--- src/rtl/pipe_ctrl_pkg.sv ---
// Shared encodings for the pipeline hazard controller: FSM states,
// EX operand forwarding codes and the hard-wired zero register.
package pipe_ctrl_pkg;

    typedef enum logic [1:0] {
        RUN      = 2'd0,
        MEM_WAIT = 2'd1,
        HALTED   = 2'd2
    } state_t;

    localparam logic [1:0] FWD_RF = 2'b00;
    localparam logic [1:0] FWD_WB = 2'b01;
    localparam logic [1:0] FWD_ME = 2'b10;

    localparam logic [4:0] REG_ZERO = 5'd0;

    // ME result is younger than WB, so it wins when both match.
    function automatic logic [1:0] fwd_sel(
        input logic [4:0] src,
        input logic       me_regwr,
        input logic [4:0] me_rd,
        input logic       wb_regwr,
        input logic [4:0] wb_rd
    );
        if (me_regwr && me_rd != REG_ZERO && me_rd == src)
            return FWD_ME;
        else if (wb_regwr && wb_rd != REG_ZERO && wb_rd == src)
            return FWD_WB;
        else
            return FWD_RF;
    endfunction

endpackage

--- src/rtl/pipe_ctrl_fwd_unit.sv ---
// EX-stage operand forwarding selects; purely combinational.
module fwd_unit
    import pipe_ctrl_pkg::*;
(
    input  logic [4:0] ex_rs,
    input  logic [4:0] ex_rt,
    input  logic [4:0] me_rd,
    input  logic       me_regwr,
    input  logic [4:0] wb_rd,
    input  logic       wb_regwr,
    output logic [1:0] fwd_a,
    output logic [1:0] fwd_b
);

    assign fwd_a = fwd_sel(ex_rs, me_regwr, me_rd, wb_regwr, wb_rd);
    assign fwd_b = fwd_sel(ex_rt, me_regwr, me_rd, wb_regwr, wb_rd);

endmodule

--- src/rtl/pipe_ctrl.sv ---
// Hazard/sequencing controller for a 5-stage pipeline: stage enables and
// flushes, forwarding selects, data-memory handshake and stall counter.
module pipe_ctrl
    import pipe_ctrl_pkg::*;
#(
    parameter int CNT_W = 32
) (
    input  logic             clk,
    input  logic             rst,
    input  logic [4:0]       id_rs,
    input  logic [4:0]       id_rt,
    input  logic             id_uses_rs,
    input  logic             id_uses_rt,
    input  logic [4:0]       ex_rs,
    input  logic [4:0]       ex_rt,
    input  logic [4:0]       ex_rd,
    input  logic             ex_regwr,
    input  logic             ex_mem2reg,
    input  logic             ex_branch_taken,
    input  logic [4:0]       me_rd,
    input  logic             me_regwr,
    input  logic             me_mem2reg,
    input  logic             me_memwr,
    input  logic [4:0]       wb_rd,
    input  logic             wb_regwr,
    input  logic             wb_halt,
    input  logic             dmem_ack,
    output logic             pc_en,
    output logic             if_id_en,
    output logic             id_ex_en,
    output logic             ex_me_en,
    output logic             me_wb_en,
    output logic             if_id_flush,
    output logic             id_ex_flush,
    output logic             me_wb_flush,
    output logic             dmem_req,
    output logic [1:0]       fwd_a,
    output logic [1:0]       fwd_b,
    output logic             halted,
    output logic [CNT_W-1:0] stall_cycles
);

    state_t     state;
    logic       mem;
    logic       load_use;
    logic [1:0] fwd_a_raw;
    logic [1:0] fwd_b_raw;

    assign mem = me_mem2reg | me_memwr;

    assign load_use = ex_mem2reg && ex_regwr && ex_rd != REG_ZERO &&
                      ((id_uses_rs && id_rs == ex_rd) ||
                       (id_uses_rt && id_rt == ex_rd));

    fwd_unit u_fwd (
        .ex_rs    (ex_rs),
        .ex_rt    (ex_rt),
        .me_rd    (me_rd),
        .me_regwr (me_regwr),
        .wb_rd    (wb_rd),
        .wb_regwr (wb_regwr),
        .fwd_a    (fwd_a_raw),
        .fwd_b    (fwd_b_raw)
    );

    assign fwd_a = rst ? FWD_RF : fwd_a_raw;
    assign fwd_b = rst ? FWD_RF : fwd_b_raw;

    always_comb begin
        pc_en       = 1'b1;
        if_id_en    = 1'b1;
        id_ex_en    = 1'b1;
        ex_me_en    = 1'b1;
        me_wb_en    = 1'b1;
        if_id_flush = 1'b0;
        id_ex_flush = 1'b0;
        me_wb_flush = 1'b0;
        dmem_req    = 1'b0;
        halted      = 1'b0;
        if (rst) begin
            pc_en       = 1'b0;
            if_id_en    = 1'b0;
            id_ex_en    = 1'b0;
            ex_me_en    = 1'b0;
            me_wb_en    = 1'b0;
            if_id_flush = 1'b1;
            id_ex_flush = 1'b1;
            me_wb_flush = 1'b1;
        end else begin
            case (state)
                HALTED: begin
                    pc_en    = 1'b0;
                    if_id_en = 1'b0;
                    id_ex_en = 1'b0;
                    ex_me_en = 1'b0;
                    me_wb_en = 1'b0;
                    halted   = 1'b1;
                end
                MEM_WAIT: begin
                    dmem_req = 1'b1;
                    if (!dmem_ack) begin
                        pc_en       = 1'b0;
                        if_id_en    = 1'b0;
                        id_ex_en    = 1'b0;
                        ex_me_en    = 1'b0;
                        me_wb_flush = 1'b1;
                    end
                end
                default: begin
                    dmem_req = mem;
                    if (mem && !dmem_ack) begin
                        // freeze the front, drain a bubble into WB
                        pc_en       = 1'b0;
                        if_id_en    = 1'b0;
                        id_ex_en    = 1'b0;
                        ex_me_en    = 1'b0;
                        me_wb_flush = 1'b1;
                    end else if (ex_branch_taken) begin
                        if_id_flush = 1'b1;
                        id_ex_flush = 1'b1;
                    end else if (load_use) begin
                        pc_en       = 1'b0;
                        if_id_en    = 1'b0;
                        id_ex_flush = 1'b1;
                    end
                end
            endcase
        end
    end

    always_ff @(posedge clk or posedge rst) begin
        if (rst) begin
            state <= RUN;
        end else begin
            case (state)
                RUN: begin
                    if (wb_halt)
                        state <= HALTED;
                    else if (mem && !dmem_ack)
                        state <= MEM_WAIT;
                end
                MEM_WAIT: begin
                    if (dmem_ack)
                        state <= RUN;
                end
                HALTED:  state <= HALTED;
                default: state <= RUN;
            endcase
        end
    end

    always_ff @(posedge clk or posedge rst) begin
        if (rst)
            stall_cycles <= '0;
        else if (!pc_en && state != HALTED && stall_cycles != '1)
            stall_cycles <= stall_cycles + 1'b1;
    end

endmodule

--- config.mk ---
export PLATFORM = sky130hd
export DESIGN_NAME = pipe_ctrl
export DESIGN_NICKNAME = d
export VERILOG_FILES = /design/src/rtl/pipe_ctrl_pkg.sv /design/src/rtl/pipe_ctrl_fwd_unit.sv /design/src/rtl/pipe_ctrl.sv
export SDC_FILE = /design/constraint.sdc
export NUM_CORES = 1
export LEC_CHECK = 0
export BUFFER_PORTS_ARGS = -buffer_cell sky130_fd_sc_hd__buf_2
export CAP_MARGIN = 10
export CORE_MARGIN = 4
export CORE_UTILIZATION = 43
export CTS_BUF_LIST = sky130_fd_sc_hd__clkbuf_8
export CTS_CLUSTER_DIAMETER = 120
export DETAILED_ROUTE_END_ITERATION = 7
export HOLD_SLACK_MARGIN = 0.06
export PLACE_DENSITY = 0.73
export SYNTH_ARGS = -nofsm -noshare
export SYNTH_HDL_FRONTEND = slang
export SYNTH_SLANG_ARGS = --single-unit
--- constraint.sdc ---
create_clock -name clk -period 6.1 [get_ports clk]
set_input_delay 0.305 -clock clk [delete_from_list [all_inputs] [get_ports clk]]
set_output_delay 0.305 -clock clk [all_outputs]
set_load 0.1 [all_outputs]
# [Word-level counts from Yosys, hierarchy flattened]
# Cells that the tools add are included.
[classes] add_sub_neg=1 n_eq_ne=12 mux=38 n_bitwise=1 n_reduce_logical=23
[op_table] op="32-bit by 1-bit adder with 32-bit output (second input constant)" count=1
[op_table] op="32-bit inequality test (second input constant)" count=1
[op_table] op="5-bit equality test" count=6
[op_table] op="1-bit two-way mux" count=26
[op_table] op="5-bit nonzero test" count=3
[op_table] op="1-bit logical AND" count=14
[op_table] op="2-bit two-way mux" count=7
[op_table] op="1-bit one-hot mux with 2 select lines" count=4
[op_table] op="2-bit one-hot mux with 3 select lines" count=1
[op_table] op="2-bit inequality test (second input constant)" count=2
[op_table] op="3-bit inequality test (second input constant)" count=1
[op_table] op="2-bit by 1-bit equality test with 1-bit output (second input constant)" count=1
[op_table] op="2-bit equality test (second input constant)" count=1
[op_table] op="1-bit zero test" count=2
[op_table] op="2-bit zero test" count=1
[op_table] op="2-bit AND reduction" count=1
[op_table] op="2-bit OR reduction" count=1
[op_table] op="1-bit logical OR" count=1
[op_table] op="1-bit bitwise OR" count=1
[word_totals] ff_bits=34 inputBits=48 out_inout_bits=46 word_cells=77

# [Logic depth before layout (Yosys ltp)]
# Gate-level depths: netlist of the first run.
[logic_depth] word_depth=12 mapped_depth=10

# [By module]
# A second synthesis of the first run with hierarchy kept.
[unflattened] hier_cells=242 hier_area_um2=2367.3
[modules_own_cells] mod="pipe_ctrl" n_inst=1 cells_each=208 area_per_inst_um2=2109.5 seq_area_each_um2=850.8
[modules_own_cells] mod="fwd_unit" n_inst=1 cells_each=34 area_per_inst_um2=257.7 seq_area_each_um2=0.0

# [Least setup slack after synthesis of the first run]
# Ideal clock, no wire load.
[synth_path] path_type="input-to-output" start="input rst" end="output fwd_a[0]" arrival_time_ps=4424 path_slack_ps=1371 path_stages=5 n_path_buf=1 cell_sequence="buf_2 inv_2 o211ai_1 or4_1 nor4_1"
[synth_between] elab_chain_cells=1
[synth_rtl] element="from (decl)" line_no="pipe_ctrl.sv:9" source="input logic rst,"
[synth_rtl] element="2-bit two-way mux" line_no="pipe_ctrl.sv:66" source="assign fwd_a = rst ? FWD_RF : fwd_a_raw;"
[synth_rtl] element="to (decl)" line_no="pipe_ctrl.sv:37" source="output logic [1:0] fwd_a,"
# Every way passes these cells.

# [Worst setup path in the final report of the first run]
# Same ends and word-level chain as after synthesis.

==> results of run 1 <==
## power groups by stage
stage	Clock (mW)	Combinational, mW	Sequential, mW
after floorplan	0	0.0394	0.238
after global placement	0	0.0736	0.232
after detailed placement	0	0.0749	0.232
after CTS	0.175	0.0748	0.228
after global routing	0.185	0.0803	0.228
final	0.166	0.0736	0.228
## cells by family after synthesis
kind of cell    synth area share (%)
buf+inv                         3.28
fa+ha+maj                       2.26
compound gates                  6.23
mux                            0.679
xor+xnor                        24.2
flops                           38.5
simple gates                    24.9
## metrics by stage
stage          std cells  worst slack [ns]  power (mW)  hold slack (ns)
2_1_floorplan        226              1.37       0.277            0.426
3_3_place_gp         378              3.36       0.305            0.476
5_1_grt              386              3.15       0.493            0.268
4_1_cts              386              3.33       0.477            0.216
3_5_place_dp         378              3.32       0.307            0.481
6_report             386              3.38       0.468            0.202
## final cells by class
cell class              instances  area share (%)
clock buffers                   6            2.94
clock inverters                 2           0.312
inverters                       5           0.669
multi-input cells             178            45.9
flip-flops and latches         34            30.3
well taps                      67            2.99
repair buffers                 94            16.9
## cells in the mapped netlist (3+ instances only)
cell | number | area share [%]
o21ai_0 | 3 | 0.68
nand2b_1 | 6 | 1.7
nor3_1 | 5 | 1.1
buf_2 | 4 | 0.91
ha_1 | 4 | 2.3
a21oi_1 | 3 | 0.68
nand3_1 | 20 | 4.5
nor4_1 | 4 | 1.1
nand4_1 | 13 | 3.7
inv_1 | 4 | 0.68
xnor2_1 | 49 | 19
nor2b_1 | 3 | 0.85
nand2_1 | 14 | 2.4
xor2_1 | 12 | 4.8
nor2_1 | 4 | 0.68
and4_1 | 4 | 1.6
and3_1 | 12 | 3.4
dfrtp_1 | 34 | 38
or4_1 | 5 | 1.7
## per-layer routing
metal | track usage (%) | part of all wire (%) | up-vias
li1 | - | - | 987
met1 | 20.3 | 45 | 924
met2 | 29.7 | 49 | 46
met3 | 4.51 | 4.6 | 5
met4 | 6.19 | 1.5 | 0
met5 | 0 | 0 | -
## path summary, 6_finish.rpt
path / to / slack (ns)
min in group clk: state[0] / 0.31
worst min-delay path: state[1] / 0.20
worst min register to register: stall_cycles[8] / 0.49
max in group asynchronous: stall_cycles[11] / 5.43
worst max-delay path: fwd_a[0] / 3.38
worst max register to register: stall_cycles[1] / 3.77
## sequential cells by signal, summed over array words and instances (netlist names)
name and count:
state 2, stall_cycles 32
## layout by cell type (no fill, tap or decap), types with 2 or more instances in the layout
| cell type | synthesis | layout |
|---|---|---|
| clkbuf_8 | 0 | 6 |
| xnor2_1 | 49 | 49 |
| inv_1 | 4 | 5 |
| and3_1 | 12 | 12 |
| nor2b_1 | 3 | 3 |
| and4_1 | 4 | 4 |
| nand2_1 | 14 | 14 |
| ha_1 | 4 | 4 |
| nand3_1 | 20 | 20 |
| nor4_1 | 4 | 4 |
| nand2b_1 | 6 | 6 |
| xor2_1 | 12 | 12 |
| nor2_1 | 4 | 4 |
| nand4_1 | 13 | 13 |
| or4_1 | 5 | 5 |
| o21ai_0 | 3 | 3 |
| o21bai_1 | 2 | 2 |
| buf_2 | 4 | 93 |
| nor4_2 | 2 | 2 |
| a21oi_1 | 3 | 3 |
| dfrtp_1 | 34 | 34 |
| nor3_1 | 5 | 5 |
==> impl_metrics.yaml, run 1 <==
finish:
  drive_gt1_share_pct: 33.9
  fin_nets: 370
  multi_input_area_um2: 1290
  fillers: 450
  syn_to_final_growth_pct: 26.9
  final_area_um2: 2810
  seqCellArea_um2: 851
  final_core_util_pct: 57.9
  diodes: 0
synth:
  synth.avg_cell_area_um2: 9.78
  yosysWarnings: 0
  ys_ff_latch: 34
  syn_area_um2: 2210
  async_flop_share_pct: 100
  syn_inst: 226
  syn_nets: 278
  ys_seq_area_share_pct: 38.5
  synth.distinct_cells: 38
  ys.flop_type: "dfrtp_1"
  synth_edf_count: 0
floorplanning:
  ios: 94
  core_area_um2: 4850
  die_area_um2: 6350
  die_x_um: 79.7
  die_y_um: 79.7
  start_util_pct: 45.6
  num_rows: 25
place:
  place_area_um2: 2710
  routabilityCongestion: 0.775
  port_buffers: 93
  dp_hpwl_um: 4060
setup_path:
  required_ns: 5.79
  crit_path_frequent_cell: "buf_2"
  path_class: "input port to primary output"
  max_stage_delay_ns: 0.55
  critPathLaunchType: "input port"
  rr_startpoint: "state[0]"
  path_max_fanout: 37
  startpoint: "rst"
  crit_slowest_cell: "inv_2"
  cp.buffers_inverters: 3
  crit_chain: "buf_2 > inv_2 > o211ai_1 > or4_1 > nor4_1 > buf_2"
  crit_family: "buffers and inverters"
  arrival_ns: 2.42
  critPathCaptureType: "primary output"
  r2r_cells: 8
  crit_cells: 6
cts:
  htree_num_levels: 2
  holdBufCountCts: 0
  path_clk_slew_ns: 0.06
  post_cts_buffers: 0
  post_cts_resized: 0
  numCtsBuffers: 5
  worstSkewPairLatency_ns: 0.29
  cts-root-buf: "clkbuf_8"
  clk_path_buf_depth: 2
  cts_tree: "built"
  cts_sinks: 34
grt:
  antenna_found_initial: 0
  grt_pass1_wl_um: 8540
  grt-ovfl-total: 0
  grt_max_degree: 38
  grt.total_usage_pct: 17.1
  grt_pass1_vias: 1937
worst_hold_path:
  min_path_type: "input port to async pin"
timing:
  fin_crit_sh_pct: 44.6
  tightest_slew_ns: 0.735
  setup_violations: 0
  finalCriticalPeriod_ns: 2.72
  hold_viol: 0
  rsz0062_at_grt: "false"
  finalMaxSlewViolations: 0
  finalSetupTns_ns: 0
  clock.fmax_ghz: 0.367
  clock-skew-final_ns: 0.00309
  relSlewSlack_pct: 50.9
detailed_routing:
  via_count: 1962
  wl_per_cell_um: 13.0
  drt-pass1-iter-count: 4
  drc: 0
  viasPerCell: 5.08
  ant_nets: 0
  wirelength_um: 5010
  drt_iter0_markers: 37
power_and_ir_drop:
  power_density_nw_per_um2: 167
  power.switching_mw: 0.124
  ir_drop_v: 0.0000923
  internal_power_mw: 0.343
  power.share.clock_pct: 35.6
  seq_power_share_pct: 48.7
  p_sw_share_pct: 26.6
  p_comb_share_pct: 15.7
  p_leak_nw: 1.36
run:
  max-cap-violations: 0
status:
  outcome: "completed"
No activity file was read; power rests on OpenSTA's default activity.
==> inputs of run 2 (changes only) <==
==> constraint.sdc (replaced) <==
create_clock -name clk -period 2.7 [get_ports clk]
set_input_delay 0.135 -clock clk [delete_from_list [all_inputs] [get_ports clk]]
set_output_delay 0.135 -clock clk [all_outputs]
set_load 0.1 [all_outputs]
==> run 2 against run 1 <==
First-iteration DRC count is 130% higher. Core utilization is 1.8 points higher. Sequential share of layout area is 0.89 points lower. Wire length is 3.6% higher. Worst hold slack worse by 0.14 ns. Clock power grew to 2.8 times the previous value. Die area stayed put. Sequential power is 130% higher. Largest cell class unchanged.
==> impl_metrics.yaml, run 2 (same netlist as run 1, synthesis figures left out) <==
status:
  outcome: "completed"
finish:
  largest_registers: "stall_cycles x32, state x2"
  diodes: 0
  largest_reg_flops: 32
  regMostFlops: "stall_cycles"
  final_common_cell: "buf_2"
  fin_nets: 372
  final_cell_mix: "93 x buf_2, 49 x xnor2_1, 34 x dfrtp_1, 20 x nand3_1, 14 x nand2_1"
  fillers: 459
  syn_to_final_growth_pct: 30.7
  final_core_util_pct: 59.6
  final_area_um2: 2890
  fin_cells: 387
  drive_gt1_share_pct: 36.3
cts:
  cts-root-buf: "clkbuf_8"
  htree_num_levels: 2
  cts_tree: "built"
  holdBufCountCts: 0
  post_cts_resized: 0
  clk_path_buf_depth: 2
  cts_sinks: 34
  path_clk_slew_ns: 0.07
  numCtsBuffers: 5
  worstSkewPairLatency_ns: 0.28
  post_cts_buffers: 0
detailed_routing:
  viasPerCell: 5.16
  top_layer_used: "met4"
  wl_met3_um: 304
  wl_per_cell_um: 13.4
  wl_met1_um: 2210
  wl_met2_um: 2600
  via_count: 1996
  drt-pass1-iter-count: 4
  drt_iter0_markers: 84
  drc: 0
  wirelength_um: 5190
  ant_nets: 0
setup_path:
  crit_family: "simple AND/OR/NAND/NOR gates"
  max_stage_delay_ns: 0.37
  crit_chain: "inv_1 > ha_1 > nor3b_1 > nor4_2 > a2bb2oi_4 > a31oi_2 > buf_4 > mux2_4"
  path_max_fanout: 30
  path_class: "flop to flop"
  cp.buffers_inverters: 2
  critPathLaunchType: "flop"
  critPathCaptureType: "flop"
  crit_slowest_cell: "dfrtp_1"
  required_ns: 2.86
  arrival_ns: 2.45
place:
  pre_cts_ws_ns: 0.448
  routabilityCongestion: 0.786
  dp_hpwl_um: 4140
  place_area_um2: 2780
  dpl.cell_count: 380
  port_buffers: 93
power_and_ir_drop:
  p_leak_nw: 1.38
  internal_power_mw: 0.871
  power.share.clock_pct: 40.8
  seq_power_share_pct: 44.3
  power_density_nw_per_um2: 402
  p_sw_share_pct: 25.0
  ir_drop_v: 0.000172
  power.switching_mw: 0.290
  p_comb_share_pct: 14.9
floorplanning:
  start_util_pct: 45.6
  ios: 94
  die_y_um: 79.7
  num_rows: 25
  die_x_um: 79.7
  die_area_um2: 6350
  core_area_um2: 4850
timing:
  setup_ws_ns: 0.412
  finalMaxSlewViolations: 0
  hold_viol: 0
  rsz0062_at_grt: "false"
  finalCriticalPeriod_ns: 2.29
  setup_violations: 0
  clock.fmax_ghz: 0.437
  fin_crit_sh_pct: 84.7
  clock-skew-final_ns: 0.00558
  relSlewSlack_pct: 66.9
  tightest_slew_ns: 0.500
grt:
  grt_pass1_vias: 1929
  grt_pass1_wl_um: 8480
  antenna_found_initial: 0
  grt_max_degree: 37
  grt.total_usage_pct: 17.0
  grt-ovfl-total: 0
worst_hold_path:
  min_path_type: "input port to async pin"
run:
  max-cap-violations: 0
==> run 2: worst min-delay path, stage by stage <==
cell and delay [ns]:
buf_2 0.17, inv_2 0.07, buf_4 0.40
==> run 2: power groups by stage <==
| stage | Combinational (mW) | Sequential (mW) | Clock [mW] |
|---|---|---|---|
| 5_1_grt | 0.188 | 0.514 | 0.513 |
| 4_1_cts | 0.176 | 0.514 | 0.480 |
| 6_report | 0.173 | 0.514 | 0.473 |
| 2_1_floorplan | 0.0935 | 0.538 | 0 |
| 3_3_place_gp | 0.172 | 0.524 | 0 |
| 3_5_place_dp | 0.175 | 0.524 | 0 |
==> run 2: worst paths after layout <==
path | from | endpoint | slack, ns | cells after the start
max | state[0] | stall_cycles[1] | 0.41 | 8
min | rst | stall_cycles[24] | 0.06 | 3
max reg2reg | state[0] | stall_cycles[1] | 0.41 | 8
min reg2reg | stall_cycles[6] | stall_cycles[6] | 0.49 | 1
max in group asynchronous | rst | stall_cycles[6] | 2.32 | 3
min in group clk | wb_halt | state[0] | 0.14 | 3
==> run 2: stage by stage <==
stage	TNS [ns]	power [mW]	hold slack (ns)
detailed placement	0	0.699	0.374
global placement	0	0.696	0.369
CTS	0	1.17	0.0715
global route	0	1.22	0.0976
finish	0	1.16	0.0595
floorplan	-1.91	0.631	0.278
==> run 2: cell type report <==
class | instances | area, um^2 | share of cell area (%)
clock buffer | 6 | 82.6 | 2.86
clock inverter | 1 | 30.0 | 1.04
inverter | 5 | 18.8 | 0.649
multi-input combinational | 178 | 1340 | 46.2
sequential | 34 | 851 | 29.4
tap | 67 | 83.8 | 2.90
timing repair buffer | 96 | 488 | 16.9
==> run 2: layer usage <==
metal / up-vias / GRT usage, %
met5: - / 0
met4: 0 / 5.15
met3: 7 / 4.06
met2: 60 / 30.6
met1: 946 / 19.6
li1: 983 / -
==> inputs of run 3 (changes only) <==
--- a/config.mk
+++ b/config.mk
@@ -13,7 +13,7 @@
 export CTS_CLUSTER_DIAMETER = 120
 export DETAILED_ROUTE_END_ITERATION = 7
 export HOLD_SLACK_MARGIN = 0.06
-export PLACE_DENSITY = 0.73
+export PLACE_DENSITY = 0.76
 export SYNTH_ARGS = -nofsm -noshare
 export SYNTH_HDL_FRONTEND = slang
 export SYNTH_SLANG_ARGS = --single-unit
==> constraint.sdc (replaced) <==
create_clock -name clk -period 2 [get_ports clk]
set_input_delay 0.1 -clock clk [delete_from_list [all_inputs] [get_ports clk]]
set_output_delay 0.1 -clock clk [all_outputs]
set_load 0.1 [all_outputs]
==> run 3 against run 2 <==
Maximum frequency up 4.8%. Clock power increased by 36%. Sequential power rose by 35%. Global-route usage rose by 4.5 points. Sequential cell count unchanged. The run now ends with negative setup slack left. Clock-buffer cell count unchanged. Critical path depth is 2 higher. Worst setup slack got worse by 0.59 ns. First-iteration DRC count down 42%. Sequential share of layout area decreased by 3.1 points. Non-clock buffer count rose by 23.
==> impl_metrics.yaml, run 3 (same netlist as run 1, synthesis figures left out) <==
floorplanning:
  die_y_um: 79.7
  die_area_um2: 6350
  die_x_um: 79.7
  num_rows: 25
  start_util_pct: 45.6
  ios: 94
  core_area_um2: 4850
power_and_ir_drop:
  ir_drop_v: 0.000558
  p_sw_share_pct: 25.7
  p_comb_share_pct: 16.8
  power.switching_mw: 0.415
  power_density_nw_per_um2: 467
  power.share.clock_pct: 40.1
  p_leak_nw: 1.53
  seq_power_share_pct: 43.2
  internal_power_mw: 1.20
detailed_routing:
  drc: 0
  viasPerCell: 5.21
  wl_per_cell_um: 15.7
  wirelength_um: 6450
  drt_iter0_markers: 49
  drt-pass1-iter-count: 4
  ant_nets: 0
  via_count: 2142
setup_path:
  arrival_ns: 2.38
  ff2ff_setup_slack_ns: -0.18
  required_ns: 2.20
  path_class: "flop to flop"
  path_max_fanout: 15
  critPathLaunchType: "flop"
  critPathCaptureType: "flop"
grt:
  grt_pass1_wl_um: 10700
  grtUsageMet2_pct: 38.5
  grt_use_met3_pct: 4.63
  grt-ovfl-total: 0
  busiest_layer: "met2"
  grt.total_usage_pct: 21.5
  grt_use_met1_pct: 25.3
  grt_max_degree: 37
  grt_pass1_vias: 2258
  antenna_found_initial: 0
place:
  routabilityCongestion: 0.861
  dp_hpwl_um: 4720
  dpl.cell_count: 396
  pre_cts_ws_ns: -0.116
  port_buffers: 93
timing:
  finalSetupTns_ns: -3.70
  setup_ws_ns: -0.182
  setup_violations: 34
  finalMaxSlewViolations: 0
  fin_crit_sh_pct: 109
  clock.fmax_ghz: 0.458
  tightest_slew_ns: 0.513
  clock-skew-final_ns: 0.00688
  hold_viol: 0
  relSlewSlack_pct: 66.0
  rsz0062_at_grt: "true"
  finalCriticalPeriod_ns: 2.18
cts:
  cts-root-buf: "clkbuf_8"
  worstSkewPairLatency_ns: 0.29
  clk_path_buf_depth: 2
  cts_sinks: 34
  htree_num_levels: 2
  path_clk_slew_ns: 0.07
  cts_tree: "built"
  holdBufCountCts: 0
  numCtsBuffers: 5
finish:
  regMostFlops: "stall_cycles"
  diodes: 0
  drive_gt1_share_pct: 51.7
  largest_registers: "stall_cycles x32, state x2"
  largest_reg_flops: 32
  fin_nets: 395
  syn_to_final_growth_pct: 55.9
  final_core_util_pct: 71.1
  fillers: 356
  fin_cells: 411
  final_cell_mix: "83 x buf_2, 49 x xnor2_1, 20 x nand3_1, 20 x buf_4, 14 x nand2_1"
  final_common_cell: "buf_2"
status:
  violations: "negative setup slack"
  outcome: "finished, violations left"
run:
  max-cap-violations: 0
worst_hold_path:
  min_path_type: "input port to flop"
## run 3: cell types whose count changed in the layout (fill, tap and decap cells not counted), sizes merged
cell	delta
buf	+22
clkbuf	+1
inv	+1
## run 3: per-layer routing
layer / wire (um) / up-vias
met3: 408 / 10
met1: 2630 / 1025
met4: 86 / 0
met2: 3330 / 75
li1: - / 1032
met5: 0 / -
## run 3: area by class of cell
type                            count  area, um^2  share of cell area, %
Tap cell                           67        83.8                   2.43
Multi-Input combinational cell    178        1460                   42.4
Timing Repair Buffer              119         845                   24.5
Sequential cell                    34         907                   26.3
Clock buffer                        6        82.6                   2.40
Clock inverter                      2        33.8                  0.980
Inverter                            5        35.0                   1.02
## run 3: worst paths after layout
path / cells after the start / startpoint / to
max in group asynchronous: 3 / rst / stall_cycles[0]
min in group asynchronous: 3 / rst / stall_cycles[12]
hold / removal: 3 / wb_halt / state[0]
setup reg to reg: 10 / state[0] / stall_cycles[10]
setup / recovery: 10 / state[0] / stall_cycles[10]
hold reg to reg: 1 / stall_cycles[15] / stall_cycles[15]
## run 3: timing repair
action	4_1_cts	5_1_grt
gates resized for setup	9	8
pin swaps	10	3
setup endpoints to repair	33	40
setup buffers	4	2
cloned	2	0
## run 3: power by group through the flow
stage          registers [mW]  logic, mW  clock network (mW)
6_report                0.695      0.270               0.645
5_1_grt                 0.695      0.291               0.688
4_1_cts                 0.695      0.269               0.658
3_5_place_dp            0.709      0.264                   0
3_3_place_gp            0.709      0.260                   0
2_1_floorplan           0.728      0.144                   0
## run 3: critical path, stage by stage (launching register included)
cell,delay (ns)
dfrtp_1,0.41
inv_2,0.10
ha_4,0.20
nor3b_4,0.16
nor4_4,0.32
a2bb2oi_4,0.11
a31oi_4,0.20
buf_4,0.17
buf_16,0.13
nand3_1,0.10
xnor2_1,0.18
## run 3: metrics by stage
stage	hold slack, ns	power (mW)	cell area [um^2]
after detailed placement	0.412	0.973	3180
after global placement	0.409	0.969	3180
after CTS	0.108	1.62	3440
after floorplan	0.0221	0.872	2440
final	0.110	1.61	3450
after global routing	0.162	1.67	3450
